`config.mk`:
```
export PLATFORM = sky130hd
export DESIGN_NAME = serial_adder_ctrl
export DESIGN_NICKNAME = d
export VERILOG_FILES = /design/src/rtl/serial_add_pkg.sv /design/src/rtl/bit_counter.sv /design/src/rtl/serial_adder_ctrl.sv
export SDC_FILE = /design/constraint.sdc
export NUM_CORES = 1
export LEC_CHECK = 0
export ABC_AREA = 1
export BUFFER_PORTS_ARGS = -buffer_cell sky130_fd_sc_hd__buf_4
export CAP_MARGIN = 20
export CORE_ASPECT_RATIO = 2
export CORE_MARGIN = 10
export CORE_UTILIZATION = 30
export DETAILED_ROUTE_END_ITERATION = 8
export MAX_ROUTING_LAYER = met4
export PLACE_DENSITY = 0.64
export SETUP_SLACK_MARGIN = 0.2
export SYNTH_ARGS = -nofsm -noshare
export SYNTH_HDL_FRONTEND = slang
export SYNTH_SLANG_ARGS = --single-unit
```
`constraint.sdc`:
```
create_clock -name clk -period 2.6 [get_ports clk]
set_input_delay 0.52 -clock clk [delete_from_list [all_inputs] [get_ports clk]]
set_output_delay 0.52 -clock clk [all_outputs]
set_load 0.02 [all_outputs]
```
`src/rtl/serial_add_pkg.sv`:
```
// Shared types and helpers for the serial adder sequencer.
package serial_add_pkg;

    localparam int unsigned N_DEF = 4;

    typedef enum logic [2:0] {
        ST_IDLE,
        ST_CLR,
        ST_LOAD,
        ST_SHIFT,
        ST_CAPT,
        ST_DONE
    } state_t;

    function automatic int unsigned cnt_w(input int unsigned n);
        return (n < 2) ? 1 : $clog2(n);
    endfunction

endpackage

```
`src/rtl/bit_counter.sv`:
```
// Bit-cycle counter for the SHIFT phase; flags the final bit and holds there.
module bit_counter #(
    parameter int unsigned W    = 2,
    parameter int unsigned LAST = 3
) (
    input  logic clk,
    input  logic rst,
    input  logic clr,
    input  logic en,
    output logic last
);

    logic [W-1:0] cnt_q;
    logic [W-1:0] cnt_d;

    assign last = (cnt_q == W'(LAST));

    // Saturate on the last bit so the count never wraps.
    always_comb begin
        cnt_d = cnt_q;
        if (clr) begin
            cnt_d = '0;
        end else if (en && !last) begin
            cnt_d = cnt_q + W'(1);
        end
    end

    always_ff @(posedge clk or posedge rst) begin
        if (rst) begin
            cnt_q <= '0;
        end else begin
            cnt_q <= cnt_d;
        end
    end

endmodule

```
`src/rtl/serial_adder_ctrl.sv`:
```
// Sequencer for the serial_adder core: accepts an operand pair, runs N
// shift cycles, captures the core's sum and returns it over valid/ready.
module serial_adder_ctrl
    import serial_add_pkg::*;
#(
    parameter int unsigned N = N_DEF
) (
    input  logic         clk,
    input  logic         rst,
    input  logic         in_valid,
    output logic         in_ready,
    input  logic [N-1:0] in_a,
    input  logic [N-1:0] in_b,
    output logic [N-1:0] adder_a,
    output logic [N-1:0] adder_b,
    output logic         adder_clr,
    output logic         adder_ld,
    output logic         adder_en,
    input  logic [N-1:0] adder_sum,
    input  logic         adder_cout,
    output logic         out_valid,
    input  logic         out_ready,
    output logic [N-1:0] out_sum,
    output logic         out_cout
);

    localparam int unsigned CW = cnt_w(N);

    state_t       state_q, state_d;
    logic [N-1:0] a_q, a_d, b_q, b_d, sum_q, sum_d;
    logic         cout_q, cout_d;
    logic         in_ready_q, in_ready_d;
    logic         clr_q, clr_d, ld_q, ld_d, en_q, en_d, ov_q, ov_d;
    logic         cnt_last_c;

    bit_counter #(
        .W    (CW),
        .LAST (N - 1)
    ) u_bit_counter (
        .clk  (clk),
        .rst  (rst),
        .clr  (state_q == ST_CLR),
        .en   (state_q == ST_SHIFT),
        .last (cnt_last_c)
    );

    // Next state and data; control outputs are a registered decode of the next state.
    always_comb begin
        state_d = state_q;
        a_d     = a_q;
        b_d     = b_q;
        sum_d   = sum_q;
        cout_d  = cout_q;
        case (state_q)
            ST_IDLE: begin
                if (in_valid && in_ready_q) begin
                    a_d     = in_a;
                    b_d     = in_b;
                    state_d = ST_CLR;
                end
            end
            ST_CLR:   state_d = ST_LOAD;
            ST_LOAD:  state_d = ST_SHIFT;
            ST_SHIFT: if (cnt_last_c) state_d = ST_CAPT;
            ST_CAPT: begin
                sum_d   = adder_sum;
                cout_d  = adder_cout;
                state_d = ST_DONE;
            end
            ST_DONE:  if (out_ready) state_d = ST_IDLE;
            default:  state_d = ST_IDLE;
        endcase
        in_ready_d = (state_d == ST_IDLE);
        clr_d      = (state_d == ST_CLR);
        ld_d       = (state_d == ST_LOAD);
        en_d       = (state_d == ST_SHIFT);
        ov_d       = (state_d == ST_DONE);
    end

    always_ff @(posedge clk or posedge rst) begin
        if (rst) begin
            state_q    <= ST_IDLE;
            a_q        <= '0;
            b_q        <= '0;
            sum_q      <= '0;
            cout_q     <= 1'b0;
            in_ready_q <= 1'b1;
            clr_q      <= 1'b0;
            ld_q       <= 1'b0;
            en_q       <= 1'b0;
            ov_q       <= 1'b0;
        end else begin
            state_q    <= state_d;
            a_q        <= a_d;
            b_q        <= b_d;
            sum_q      <= sum_d;
            cout_q     <= cout_d;
            in_ready_q <= in_ready_d;
            clr_q      <= clr_d;
            ld_q       <= ld_d;
            en_q       <= en_d;
            ov_q       <= ov_d;
        end
    end

    assign in_ready  = in_ready_q;
    assign adder_a   = a_q;
    assign adder_b   = b_q;
    assign adder_clr = clr_q;
    assign adder_ld  = ld_q;
    assign adder_en  = en_q;
    assign out_valid = ov_q;
    assign out_sum   = sum_q;
    assign out_cout  = cout_q;

endmodule

```
# Yosys cells after proc, flatten, opt, wreduce, memory -nomap -nowiden
# Index checks and enable logic that the tools add are counted.
# classes
addsub,1
n_eq_ne,10
mux,6
reduce_logical,7
# ops
cell,n
3-bit one-hot mux with 6 select lines,1
"3-bit by 2-bit == test with 1-bit output, second input constant",4
"3-bit == test, second input constant",3
3-bit two-way mux,3
"3-bit by 1-bit == test with 1-bit output, second input constant",2
3-bit zero test,2
2-bit two-way mux,2
"2-bit by 1-bit adder with 2-bit output, second input constant",1
"2-bit == test, second input constant",1
1-bit logical AND,2
2-bit AND reduction,1
2-bit nonzero test,1
1-bit zero test,1
# word_totals
regBits,23
input_bits,17

# Depth between registers and ports, before layout
# Gate-level depths: netlist of the first run.
# depth
word_depth,5
ltp_mapped,6
depth_no_buf,6

# Hierarchy
# A second synthesis of the first run with hierarchy kept.
# hier_totals
cells_unflattened,105
hier_area_um2,957.2
# by_module_without_submodules
module,n_inst,cells_each,area_each_um2
serial_adder_ctrl,1,91,847.1
bit_counter,1,14,110.1

# Least setup slack after synthesis of the first run
# Ideal clock, no wire load.
# synth_path
path_kind,flip-flop to output port
from,"register in_ready_q, in the netlist in_ready"
to,output port in_ready
arrival_ns,0.584
path_slack_ns,1.496
stages_incl_launch_ff,1
n_path_buf,0
path_cell_list,dfstp_2
# synth_lines
element,line_no,rtl
start: declaration,serial_adder_ctrl.sv:32,"logic in_ready_q, in_ready_d;"
start signal: assignment,serial_adder_ctrl.sv:98,in_ready_q <= in_ready_d;
end: declaration,serial_adder_ctrl.sv:11,"output logic in_ready,"
# No word-level cell between the ends.

# Final worst setup path of the first run
# layout_path
from,"register in_ready_q, in the netlist in_ready"
to,output port in_ready
# No word-level cell between the ends.

==> results of run 1 <==
per-layer routing:
layer	part of all wire (%)	vias to the layer above	global-route usage [%]
li1	-	380	-
met1	36	356	8.37
met2	52	28	13.4
met5	0	-	-
met4	3.0	0	5.86
met3	8.3	5	2.96
logic make-up after synthesis:
kind of cell / after synthesis / share of synthesized area, %
flops: 23 / 62.4
compound gates: 2 / 1.08
simple gates: 62 / 30.4
buf+inv: 11 / 4.73
fa+ha+maj: 1 / 1.35
power by group:
group / switching [W] / leakage [nW] / internal, W
logic: 0.000367 / 0.394 / 0.000257
registers: 0.000114 / 0.285 / 0.000507
clock network: 0.000107 / 0.0228 / 0.000109
layout make-up:
class                           instances  area [um^2]
Fill cell                             294         1720
Sequential cell                        23          577
Multi-Input combinational cell         65          304
Timing Repair Buffer                   34          255
Clock buffer                            4         45.0
Inverter                               10         38.8
Tap cell                               30         37.5
per-stage QoR:
stage                     setup slack [ns]  total power [W]
final                                 1.11          0.00146
after global routing                  1.09          0.00158
after CTS                             1.10          0.00149
after detailed placement              1.27          0.00127
after global placement                1.31          0.00124
after floorplan                       1.50         0.000988
sequential cells by signal, indices dropped and copies added (netlist names):
signal,count
out_valid,1
adder_b,4
adder_clr,1
state_q,3
adder_ld,1
in_ready,1
u_bit_counter.cnt_q,2
adder_en,1
out_cout,1
adder_a,4
out_sum,4
cell usage after synthesis:
| cell type | instances | area (um^2) |
|---|---|---|
| nand3_1 | 7 | 35.0 |
| nor2_4 | 1 | 11.3 |
| nor2_1 | 4 | 15.0 |
| inv_1 | 8 | 30.0 |
| o21ai_1 | 1 | 5.00 |
| nor3_2 | 2 | 20.0 |
| a21oi_1 | 1 | 5.00 |
| nand4_1 | 1 | 6.26 |
| ha_1 | 1 | 12.5 |
| buf_2 | 1 | 5.00 |
| nand4_4 | 1 | 21.3 |
| dfrtp_1 | 22 | 551 |
| clkinv_1 | 1 | 3.75 |
| clkinv_2 | 1 | 5.00 |
| nand2_1 | 46 | 173 |
| dfstp_2 | 1 | 26.3 |
worst max path at each step:
stage | slack, ns | to
after floorplan | 1.50 | in_ready
after CTS | 1.10 | in_ready
after global routing | 1.09 | in_ready
after global placement | 1.31 | adder_b[0]
after detailed placement | 1.27 | adder_a[0]
final | 1.11 | in_ready
==> run metrics, run 1 <==
run status=finished clean; Die Wd=59.3 um; Via density=~4.6; YS warnings=0; Max Cap Violations=0; first-pass GRT wire length=roughly 3800 um; Critical Path Source=in_ready; First-pass DRT Iterations=4; WL per Instance=13.3 um; CTS tree=yes; crit path DAT=0.97 ns; min-delay worst type=input pin to async pin; length in cells of the worst reg-to-reg path=5; antenna viol nets, final=0; post-synthesis sequential area ratio=roughly 62%; worst ir drop on vdd=568 uV; critical-path cell list=buf_4; FMAX=672 MHz; Netlist cell types=16; final hold viol count=0; Synth Area per Inst=~9.3 um^2; CTS Buffer Depth=2; final wirelength=2200 um; Synth Register Bits=23; Worst-Skew Late Latency=around 0.26 ns; GRT Total Usage=8.52%; Hold Buf Count CTS=0; Final #Nets=155; Reg2Reg Launch Point=state_q[2]; Worst Max-Slew Pin Slew=0.809 ns; Pwr Density=1160 nW/um^2; core area=2980 um^2; R2R Setup Slk=1.28 ns; post-layout util=approximately 42%; RSZ-0062 raised after global routing=false; DR iter-0 viols=12; critical path startpoint category=flop; Worst-path clk slew=approximately 0.08 ns; Post-route DRC=0; setup TNS=0 ns; Required @ worst endpoint=2.08 ns; Static Leak=0.702 nW; CP peak stage delay=around 0.56 ns; H-tree depth=1; Vert. Die Dim=98.5 um; Finished Cell Area=1260 um^2; Syn Inst Count=slightly below 100; Tmin final=between 1 and 1.5 ns; Crit path max-delay family=flip-flops; Post-DP HPWL=about 1800 um; Root Buffer Master=clkbuf_8; post-synthesis cell area=about 900 um^2; initial antenna violation count=0; Inserted Clock Buffers=3; Synth Net Count=~120; Slew headroom=46.0%; post-route insts no fill=around 170; IO Pins=35; clock sink count=23; final setup violation count=0; Worst Hold Margin=slightly above 0.4 ns; Crit path depth=1; max-slew violations=0; Crit. End Element=output pin; Post-Place Cell Area=1210 um^2; GP Congestion=about 0.75; largest net degree at the start of global routing=24; vias in the first global route=835; Final Cycle Share=around 57%; crit path max-delay cell type=dfstp_2; gr ovfl total=0; Bufs and invs on worst path=1; post-CTS setup buffers=0; layout cells sized above 1=31.6%; most common cell after layout, fill and taps aside=nand2_1; die area=just under 6000 um^2; initial core utilization=31.1%; Area growth, synth to finish=36.0%; FF-to-FF End=adder_a[0]; placed cells=162; worst setup skew after layout=roughly 0.0019 ns; cts repair resizes=0; input/output buffers=34; Worst Path Max Fanout=2; FP Rows=28; critical path class=flop to output pin; vias=769; ANT cells=0; most frequent cells in the layout=46 x nand2_1, 34 x buf_4, 22 x dfrtp_1
Power figures use the tool's default switching activity.
==> run 2, diff against run 1 <==
PLACE_DENSITY = 0.66   (was 0.64)
clock period = 1.3 ns   (was 2.6 ns; I/O delays follow)
==> run 2 against run 1 <==
Net effect:
- clock-buffer cell count decreased by 1
- total power increased by 150%
- design area increased by 25%
- critical path type unchanged
- wire length increased by 26%
- largest power group unchanged
- flip-flop and latch count unchanged
- clock power increased by 110%
- critical endpoint unchanged
- cell count increased by 11%
- global-route usage increased by 1.4 points
==> run metrics, run 2 (same netlist as run 1, synthesis figures left out) <==
Hold Path Sink=adder_b[2]; die area=5840 um^2 (unchanged); H-tree depth=1 (unchanged); most common cell after layout, fill and taps aside=buf_4; Vert. Die Dim=98.5 um (unchanged); initial core utilization=31.1% (unchanged); antenna viol nets, final=0 (unchanged); hold_sp=in_b[2]; Switching Power=0.00148 W (+150%); layout cells sized above 1=59.7% (+28 points); R2R Setup Slk=0.11 ns (-1.17 ns); Cell Int Power=0.00213 W (+140%); final hold viol count=0 (unchanged); Via density=4.74 (+2.4%); FP Rows=28 (unchanged); largest net degree at the start of global routing=14 (-42%); Worst Max-Slew Pin Slew=0.337 ns (-0.472 ns); FMAX=831 MHz; GP Congestion=0.785 (+4.2%); Post-route DRC=0 (unchanged); critical path startpoint category=flop; Die Wd=59.3 um (unchanged); vias=873 (+14%); initial antenna violation count=0 (unchanged); Net Sw Frac=41.0% (+0.80 points); part of the power in the clock network=12.4% (-2.4 points); Comb power frac=51.5% (+8.8 points); crit path DAT=0.94 ns (-0.03 ns); first-pass GRT wire length=4400 um (+16%); Worst-path clk slew=0.08 ns (about the same); worst ir drop on vdd=1120 uV (+97%); ANT cells=0 (unchanged); hold path depth=3; Bufs and invs on worst path=1 (unchanged); Crit. End Element=output pin; CTS Buffer Depth=2 (unchanged); max-slew violations=0 (unchanged); most frequent cells in the layout=40 x buf_4, 27 x nand2_1, 19 x dfrtp_1; First-pass DRT Iterations=4 (unchanged); Area growth, synth to finish=69.6%; Slew headroom=77.5% (+31 points); Pwr Density=2300 nW/um^2 (+98%); Reg power frac=36.1% (-6.4 points); final setup violation count=0 (unchanged); Root Buffer Master=clkbuf_8; Required @ worst endpoint=1.04 ns (-1.04 ns); final wirelength=2770 um (+26%); length in cells of the worst reg-to-reg path=4 (-1); Max Cap Violations=0 (unchanged); Static Leak=0.825 nW (+17%); core area=2980 um^2 (unchanged); CP peak stage delay=0.56 ns (about the same); input/output buffers=34 (unchanged); crit path max-delay cell type=dfstp_2; FF-to-FF End=adder_clr; Crit path max-delay family=flip-flops; min-delay worst type=input pin to flop; Post-DP HPWL=1960 um (+6.7%); worst setup skew after layout=0.00322 ns (+0.00129 ns); critical path class=flop to output pin; CTS tree=yes; Total Power=0.00360 W (+150%); IO Pins=35 (unchanged); Reg2Reg Launch Point=state_q[0]; setup TNS=0 ns (unchanged); Final #Nets=173 (+12%); Tmin final=1.20 ns; Worst-Skew Late Latency=0.27 ns (about the same); post-layout util=52.6% (+10 points); run status=finished clean; gr ovfl total=0 (unchanged); Final Cycle Share=92.6%; WL per Instance=15.0 um (+13%); clock sink count=23 (unchanged); Worst Path Max Fanout=2 (unchanged); GRT Total Usage=9.90% (+1.4 points); Inserted Clock Buffers=3 (unchanged); RSZ-0062 raised after global routing=true; vias in the first global route=959 (+15%); DR iter-0 viols=20 (+8); critical-path cell list=buf_6
run 2: cell types whose count changed in the layout (fill, tap and decap cells not counted), sizes merged:
cell / delta
clkinv: +2
nand4: +1
buf: +15
clkbuf: -1
dlygate4sd3: +1
run 2: what timing repair did:
| item | 4_1_cts | 5_1_grt |
|---|---|---|
| pin swaps | 3 | 4 |
| hold buffers | 1 | 0 |
| resized for setup | 22 | 29 |
| hold endpoints to repair | 7 | 0 |
| gates cloned | 2 | 0 |
| setup buffers | 1 | 10 |
| setup endpoints to repair | 18 | 29 |
run 2: final cells by class:
cell class | instances | area, um^2
fillers | 245 | 1410
flip-flops and latches | 23 | 581
multi-input cells | 66 | 435
repair buffers | 50 | 412
inverters | 10 | 47.5
clock buffers | 3 | 41.3
well taps | 30 | 37.5
repair inverters | 1 | 8.76
clock inverters | 1 | 5.00
run 2: routing by layer:
layer | vias up | global-route usage, % | wire (um)
met3 | 6 | 2.31 | 146
met2 | 32 | 16.9 | 1550
met1 | 417 | 9.75 | 985
li1 | 418 | - | -
met4 | 0 | 5.33 | 85
met5 | - | - | 0
run 2: stage by stage:
stage               instances  setup WS (ns)  hold WS, ns  cell area, um^2
floorplan                  99          0.217        0.261              925
global placement          166          0.123        0.246             1240
detailed placement        166         0.0470        0.245             1240
CTS                       174          0.105        0.180             1400
global route              184         0.0545        0.193             1570
finish                    184         0.0966        0.184             1570
run 2: worst max-delay path by stage:
stage / startpoint / endpoint / slack (ns) / depth (start not counted)
after floorplan: u_bit_counter.cnt_q[0] / u_bit_counter.cnt_q[0] / 0.22 / 5
after global placement: u_bit_counter.cnt_q[0] / u_bit_counter.cnt_q[0] / 0.12 / 5
after detailed placement: u_bit_counter.cnt_q[0] / u_bit_counter.cnt_q[1] / 0.05 / 5
after CTS: in_ready / in_ready / 0.10 / 1
after global routing: state_q[0] / adder_a[0] / 0.05 / 5
final: in_ready / in_ready / 0.1 / 1
run 2: power by group through the flow:
stage          sequential (W)  clock, W  combinational, W
6_report              0.00130  0.000448           0.00186
5_1_grt               0.00134  0.000481           0.00203
4_1_cts               0.00127  0.000456           0.00146
3_5_place_dp          0.00125         0           0.00133
3_3_place_gp          0.00124         0           0.00129
2_1_floorplan         0.00148         0          0.000495
==> run 3, diff against run 2 <==
BUFFER_PORTS_ARGS = -buffer_cell sky130_fd_sc_hd__clkbuf_2   (was -buffer_cell sky130_fd_sc_hd__buf_4)
CORE_MARGIN = not set   (was 10)
==> run 3 against run 2 <==
Net effect:
- non-clock buffer count unchanged
- sequential share of layout area up 4.1 points
- sequential power is 4% lower
- critical endpoint unchanged
- largest cell class unchanged
==> run metrics, run 3 (same netlist as run 1, synthesis figures left out) <==
run status=finished clean; worst setup skew after layout=0.00140 ns (-0.00181 ns); die area=3320 um^2 (-43%); core area=2940 um^2 (-1.2%); final wirelength=2320 um (-16%); FILL cells=283 (+16%); Worst-Skew Late Latency=0.26 ns (about the same); CP peak stage delay=0.56 ns (about the same); max-slew violations=0 (unchanged); length in cells of the worst reg-to-reg path=5 (+1); worst ir drop on vdd=1030 uV (-7.7%); critical path startpoint category=flop; Post-DP HPWL=1490 um (-24%); layout cells sized above 1=47.4% (-12 points); Vert. Die Dim=80.5 um (-18%); Slew headroom=80.6% (+3.0 points); final setup violation count=0 (unchanged); Tmin final=1.19 ns (-0.0114 ns); Crit path depth=1 (unchanged); Pwr Density=2360 nW/um^2 (+2.5%); gr ovfl total=0 (unchanged); ANT cells=0 (unchanged); critical-path cell list=buf_8; RSZ-0062 raised after global routing=true; Worst-path clk slew=0.08 ns (about the same); crit path DAT=0.93 ns (about the same); Root Buffer Master=clkbuf_8; Area growth, synth to finish=52.5%; GRT Total Usage=14.3% (+4.4 points); vias in the first global route=769 (-20%); setup TNS=0 ns (unchanged); DR iter-0 viols=10 (-50%); antenna viol nets, final=0 (unchanged); Die Wd=41.3 um (-30%); Final Cycle Share=91.7% (-0.88 points); Post-route DRC=0 (unchanged); vias=864 (-1.0%); initial core utilization=31.4% (+0.37 points); most common cell after layout, fill and taps aside=nand2_1; Finished Cell Area=1410 um^2 (-10%); H-tree depth=1 (unchanged); Post-Place Cell Area=1140 um^2 (-8.1%); first-pass GRT wire length=3150 um (-28%); FP Rows=28 (unchanged); Critical Path End=in_ready; GP Congestion=0.832 (+6.1%); input/output buffers=34 (unchanged); most frequent cells in the layout=40 x nand2_1, 23 x clkbuf_2, 20 x dfrtp_1; IO Pins=35 (unchanged); Final #Nets=173 (unchanged); Inserted Clock Buffers=3 (unchanged); First-pass DRT Iterations=4 (unchanged); WL per Instance=12.6 um (-16%); initial antenna violation count=0 (unchanged); largest net degree at the start of global routing=24 (+10); post-layout util=47.9% (-4.7 points); Worst Path Max Fanout=2 (unchanged); CTS Buffer Depth=2 (unchanged); Critical Path Source=in_ready; crit path max-delay cell type=dfstp_2; Required @ worst endpoint=1.04 ns (about the same); final hold viol count=0 (unchanged); min-delay worst type=input pin to async pin; FF-to-FF End=adder_a[1]; Crit path max-delay family=flip-flops; clock sink count=23 (unchanged); critical path class=flop to output pin; Max Cap Violations=0 (unchanged); Static Leak=0.790 nW (-4.1%); CTS tree=yes; R2R Setup Slk=0.13 ns (+0.02 ns); Bufs and invs on worst path=1 (unchanged); Worst Max-Slew Pin Slew=0.292 ns (-0.0453 ns); Reg2Reg Launch Point=state_q[0]; Crit. End Element=output pin; Via density=4.70 (-1.0%); FMAX=839 MHz (+0.96%)
-- run 3: area by class of cell --
type | count | area, um^2 | share of cell area, %
Sequential cell | 23 | 579 | 41.1
Timing Repair Buffer | 50 | 350 | 24.8
Multi-Input combinational cell | 66 | 345 | 24.5
Inverter | 10 | 42.5 | 3.02
Clock buffer | 3 | 41.3 | 2.93
Tap cell | 30 | 37.5 | 2.66
Timing Repair inverter | 1 | 8.76 | 0.621
Clock inverter | 1 | 5.00 | 0.355
-- run 3: stage by stage --
step / total power [W] / hold WS (ns) / setup slack, ns / instances
after floorplan: 0.00198 / 0.261 / 0.217 / 99
final: 0.00332 / 0.0113 / 0.108 / 184
after CTS: 0.00298 / 0.0162 / 0.0917 / 176
after detailed placement: 0.00236 / 0.299 / 0.0944 / 164
after global placement: 0.00233 / 0.290 / 0.129 / 164
after global routing: 0.00357 / 0.0266 / 0.0636 / 184
-- run 3: power by group --
group | switching (W) | internal (W)
Sequential | 0.000228 | 0.00102
Clock | 0.000220 | 0.000214
Combinational | 0.000861 | 0.000779
Total | 0.00131 | 0.00201
-- run 3: repair_timing --
action                                  in CTS  in global routing
buffers inserted                             6                  8
endpoints found under the setup margin      15                 30
hold buffers                                 0                  0
gates cloned                                 2                  0
pin swaps                                    4                  2
resized for setup                           14                 29
endpoints found under the hold margin        0                  0
-- run 3: worst min-delay path by stage --
stage	start	endpoint	slack (ns)	cells past startpoint
3_3_place_gp	rst	adder_b[0]	0.29	3
2_1_floorplan	rst	adder_a[0]	0.26	1
6_report	rst	adder_b[0]	0.01	3
3_5_place_dp	rst	adder_b[0]	0.30	3
4_1_cts	rst	adder_a[2]	0.02	3
5_1_grt	rst	adder_clr	0.03	3
-- run 3: routing by layer --
metal  global-route usage, %  part of all wire (%)  vias to the layer above
li1                        -                     -                      416
met1                    13.1                    32                      415
met2                    25.3                    63                       27
met3                    1.66                   2.5                        6
met4                    8.71                   2.9                        0
met5                       -                     0                        -
